### src/rtl/mult_seq_arbiter.sv
// mult_seq_arbiter
//   Two-requester round-robin front end to a sequential 8x8 unsigned multiplier
//   built from one shared 2x2-bit multiplier stepped over 16 digit pairs.
//
// Ports
//   clk, rst              clock (rising edge), asynchronous active-high reset
//   req0_valid/a/b/ready  requester 0 handshake and 8-bit operands
//   req1_valid/a/b/ready  requester 1 handshake and 8-bit operands
//   res_valid/id/product  result handshake, owning requester and 16-bit product
//   res_ready             consumer accepts the result
//   busy                  high whenever the block is not idle
//
// Configuration
//   MULT_SEQ_ZERO_SKIP_EN  when defined, a zero operand finishes after one CALC
//                          edge with a zero product instead of all 16 steps.
module mult_seq_arbiter (
    input  logic        clk,
    input  logic        rst,
    input  logic        req0_valid,
    input  logic [7:0]  req0_a,
    input  logic [7:0]  req0_b,
    output logic        req0_ready,
    input  logic        req1_valid,
    input  logic [7:0]  req1_a,
    input  logic [7:0]  req1_b,
    output logic        req1_ready,
    output logic        res_valid,
    output logic        res_id,
    output logic [15:0] res_product,
    input  logic        res_ready,
    output logic        busy
);

    typedef enum logic [1:0] {IDLE, CALC, DONE} state_t;

    state_t      state;
    logic [7:0]  a_reg;
    logic [7:0]  b_reg;
    logic        id_reg;
    logic [15:0] acc;
    logic [3:0]  step;
    logic        last;      // requester served most recently

    // Round-robin grant: on a tie the requester not served last wins.
    logic grant_any;
    logic grant_id;

    always_comb begin
        grant_any = 1'b0;
        grant_id  = 1'b0;
        if (req0_valid && req1_valid) begin
            grant_any = 1'b1;
            grant_id  = ~last;
        end else if (req0_valid) begin
            grant_any = 1'b1;
            grant_id  = 1'b0;
        end else if (req1_valid) begin
            grant_any = 1'b1;
            grant_id  = 1'b1;
        end
    end

    // Ready is gated by rst so it is low for the whole reset pulse.
    assign req0_ready = !rst && (state == IDLE) && grant_any && !grant_id;
    assign req1_ready = !rst && (state == IDLE) && grant_any &&  grant_id;
    assign busy       = (state != IDLE);

    // Shared 2x2 multiplier: step selects digit p of a and digit q of b.
    logic [1:0]  dig_p;
    logic [1:0]  dig_q;
    logic [1:0]  a_dig;
    logic [1:0]  b_dig;
    logic [3:0]  prod4;
    logic [2:0]  pq_sum;
    logic [3:0]  shamt;
    logic [15:0] partial;
    logic [15:0] acc_next;
    logic        skip;

    assign dig_p    = step[3:2];
    assign dig_q    = step[1:0];
    assign a_dig    = a_reg[{dig_p, 1'b0} +: 2];
    assign b_dig    = b_reg[{dig_q, 1'b0} +: 2];
    assign prod4    = {2'b00, a_dig} * {2'b00, b_dig};
    assign pq_sum   = {1'b0, dig_p} + {1'b0, dig_q};
    assign shamt    = {pq_sum, 1'b0};
    assign partial  = {12'd0, prod4} << shamt;
    assign acc_next = acc + partial;

`ifdef MULT_SEQ_ZERO_SKIP_EN
    assign skip = (a_reg == 8'd0) || (b_reg == 8'd0);
`else
    assign skip = 1'b0;
`endif

    always_ff @(posedge clk or posedge rst) begin
        if (rst) begin
            state       <= IDLE;
            a_reg       <= 8'd0;
            b_reg       <= 8'd0;
            id_reg      <= 1'b0;
            acc         <= 16'd0;
            step        <= 4'd0;
            last        <= 1'b1;
            res_valid   <= 1'b0;
            res_id      <= 1'b0;
            res_product <= 16'd0;
        end else begin
            unique case (state)
                IDLE: begin
                    if (grant_any) begin
                        a_reg  <= grant_id ? req1_a : req0_a;
                        b_reg  <= grant_id ? req1_b : req0_b;
                        id_reg <= grant_id;
                        last   <= grant_id;
                        acc    <= 16'd0;
                        step   <= 4'd0;
                        state  <= CALC;
                    end
                end
                CALC: begin
                    acc  <= acc_next;
                    step <= step + 4'd1;
                    if (skip || (step == 4'd15)) begin
                        state       <= DONE;
                        res_valid   <= 1'b1;
                        res_id      <= id_reg;
                        res_product <= skip ? 16'd0 : acc_next;
                    end
                end
                DONE: begin
                    // No grant on this edge: ready is only driven in IDLE.
                    if (res_ready) begin
                        res_valid <= 1'b0;
                        state     <= IDLE;
                    end
                end
                default: state <= IDLE;
            endcase
        end
    end

endmodule

### config.mk
export PLATFORM = sky130hd
export DESIGN_NAME = mult_seq_arbiter
export DESIGN_NICKNAME = d
export VERILOG_FILES = /design/src/rtl/mult_seq_arbiter.sv
export SDC_FILE = /design/constraint.sdc
export NUM_CORES = 1
export LEC_CHECK = 0
export ABC_AREA = 1
export CAP_MARGIN = 20
export CORE_MARGIN = 5
export CORE_UTILIZATION = 40
export DETAILED_ROUTE_END_ITERATION = 8
export HOLD_SLACK_MARGIN = 0.15
export PLACE_DENSITY = 0.59
export SYNTH_ARGS = -nofsm -noshare
export SYNTH_HDL_FRONTEND = slang
export SYNTH_SLANG_ARGS = --single-unit
export TNS_END_PERCENT = 1
### constraint.sdc
create_clock -name clk -period 5.74 [get_ports clk]
set_input_delay 1.148 -clock clk [delete_from_list [all_inputs] [get_ports clk]]
set_output_delay 1.148 -clock clk [all_outputs]
set_load 0.005 [all_outputs]
==> impl_metrics.csv <==
group,metric,value,unit
outcome,outcome,"complete, no violations",
clock_network,clkSinkCount,58,
clock_network,tritoncts,"built",
timing,finalClockSkew,0.0116,ns
synth,yosysWarnings,0,
layout,finalNetCount,645,
synth,synthesis.instances,532,
timing,min_period,4.57,ns
die,initial_core_util,40.9,%
route,viasPerCell,4.83,
critical_path,worstSetupPathType,"in -> out",
layout,n_fill_cell,932,
die,fp.dieH,107,µm
die,die_w,107,µm
critical_path,path_buf_inv,2,
synth,yosysTopAreaCellShare,37.7,%
clock_network,clock_latency,0.34,ns
clock_network,numCtsBuffers,9,
min_path,hp-class,"reg -> reg",
clock_network,post_cts_resized,0,
timing,worstMarginPinSlew,0.742,ns
critical_path,crit_top_cell,"clkdlybuf4s50_1",
timing,maxSlewViolCount,0,
synth,syn_area_per_cell,7.11,µm²
critical_path,path_max_fanout,34,
die,rows,35,
critical_path,cp_top_family,"buffers and inverters",
timing,finalHoldViolCount,0,
clock_network,post_cts_buffers,0,
timing,relSlewSlack,50.5,%
synth,synth_fp_nets,591,
placement,numPortBuffers,57,
synth,syn_area,0.00378,mm²
layout,n_antenna_cell,0,
critical_path,cp_data_required_time,4.59,ns
route,wire_per_inst,13.1,µm
route,vias,3477,
timing,rsz0062_at_grt,"false",
global_route,grt_usage,17.9,%
synth,ys_ff_latch,58,
global_route,grt_overflow_total,0,
timing,finalCritPeriodShare,79.6,%
timing,max_freq,219,MHz
route,firstDrtPassIters,4,
die,pin_count,58,
synth,synth.area.top_cells,"dfrtp_1 (38%), nand2_1 (19%), nand3_1 (9.1%)",
synth,yosysSeqAreaShare,38.4,%
global_route,grt_pass1_wl,16600,µm
route,drc_errors,0,
critical_path,endpoint_kind,"output pin",
clock_network,postCtsHoldBufs,0,
pwr,p_per_area,563,mW/mm²
layout,drive_gt1_share,6.26,%
synth,synth_edf_count,0,
layout,area_growth,22.7,%
critical_path,slowest_delay,0.85,ns
clock_network,cts_buffer_depth,2,
pwr,total_power,2.62,mW
timing,fin_setup_tns,0,ns
global_route,grt_max_degree,59,
critical_path,cp.arrival,3.42,ns
critical_path,slowest_stage,"clkdlybuf4s50_1",
global_route,grt_antenna_before_repair,0,
route,dr.first_iter.drc_count,112,
synth,async_flop_share,100,%
route,drtAntennaViolNets,0,
clock_network,root_buffer,"clkbuf_8",
pwr,ir_worst_vdd,0.196,mV
clock_network,cts.reportedPaths.clkPinSlew,0.07,ns
die,core,0.00924,mm²
synth,ys.flop_type,"dfrtp_1",
pwr,p_leak,2.37,nW
synth,yosysUniqueCellTypes,33,
placement,gp_congestion,0.898,
route,finalWirelength,9450,µm
placement,dp_hpwl,7190,µm
clock_network,htree_levels,3,
global_route,grt_pass1_vias,3609,
layout,reg_top3,"acc x16, res_product x16",
synth,synth_top_area_cell,"dfrtp_1",
job,maxCapViolCount,0,
die,die_area,0.0115,mm²
timing,finalSetupViolCount,0,
critical_path,cp_cell_sequence,"clkdlybuf4s50_1 -> nor2_4 -> nor2_8 -> nand3_1 -> nor2_1 -> clkdlybuf4s50_1",
critical_path,worstSetupStartpointType,"input port",
worst reg2reg max path, cell delays in order (launching register included):
cell and delay (ns):
dfrtp_1 0.48, inv_1 0.18, nand2_1 0.07, a32o_1 0.23
nor2_1 0.11, ha_1 0.16, ha_1 0.16, inv_1 0.04
o21ai_0 0.41, nand2_1 0.16, nor2_1 0.16, ha_1 0.30
nand2_1 0.11, nand2_1 0.07, nand2_1 0.06, nand3_1 0.18
or2_2 0.34, nand3_1 0.09, nand2_1 0.05
per-stage QoR:
step	worst slack (ns)	area [µm²]	utilization, %	hold WS [ns]	cells
6_report	1.17	4640	50.2	0.478	720
5_1_grt	1.00	4640	50.2	0.513	720
4_1_cts	1.17	4640	50.2	0.484	720
3_5_place_dp	1.18	4420	47.9	0.467	704
3_3_place_gp	1.25	4420	47.9	0.461	704
2_1_floorplan	2.72	3780	-	0.446	532
final timing paths:
kind                       slack (ns)       start  cells past startpoint             end
setup reg to reg                 2.26     step[0]                     18  res_product[6]
max in group asynchronous        3.87         rst                      3  res_product[9]
hold reg to reg                  0.48        last                      2            last
min in group asynchronous        1.38         rst                      3        a_reg[7]
hold / removal                   0.48        last                      2            last
setup / recovery                 1.17  req1_valid                      6      req1_ready
kinds of logic after synthesis:
| logic type | count (synthesis) | share of synthesized area (%) |
|---|---|---|
| simple gates | 335 | 38.8 |
| buf+inv | 79 | 8.96 |
| flops | 58 | 38.4 |
| compound gates | 34 | 5.29 |
| fa+ha+maj | 22 | 7.67 |
| xor+xnor | 4 | 0.926 |
Yosys cell counts (6+ instances only):
cell type	number
nand4_1	17
o22ai_1	6
ha_1	20
inv_1	57
nand3_1	69
a21oi_1	8
o21ai_0	13
dfrtp_1	57
nand2_1	193
inv_2	6
nor2_1	38
area by class of cell:
class                      count  area (µm²)  share of cell area, %
clock buffer                   9         124                   2.67
clock inverter                 7        93.8                   2.02
inverter                      64         240                   5.18
multi-input combinational    395        1990                   42.9
sequential                    58        1450                   31.3
tap                          129         161                   3.48
timing repair buffer          58         578                   12.5
routing by layer:
metal | vias up | global-route usage (%) | wire [µm]
met5 | - | 0 | 0
met4 | 0 | 6.48 | 135
met3 | 12 | 3.42 | 434
met2 | 78 | 30.3 | 4330
met1 | 1563 | 22.7 | 4550
li1 | 1824 | - | -
cell usage in the layout, fill, tap and decap left out, types with 2 or more instances in the layout:
cell / n
fa_1: 2
inv_1: 56
xor2_1: 2
o21ai_0: 13
o22ai_1: 6
a21oi_1: 8
clkdlybuf4s50_1: 57
xnor2_1: 2
nor2_4: 4
dfrtp_1: 57
a32o_1: 2
bufinv_16: 2
ha_1: 20
o21ai_2: 3
nor3_1: 4
clkinv_2: 2
clkinvlp_4: 2
nand3b_1: 3
or2_2: 3
nand3_1: 69
nand4_1: 17
clkbuf_8: 9
nand2_1: 193
inv_2: 7
nor2_1: 38
report_power, final:
group	total, mW	leakage (nW)	internal, mW	switching [mW]
combinational	1.49	1.53	0.578	0.910
sequential	0.710	0.727	0.595	0.115
clock	0.418	0.105	0.243	0.174
total	2.62	2.37	1.42	1.20
Note: power is estimated with default switching activity, not from simulation.
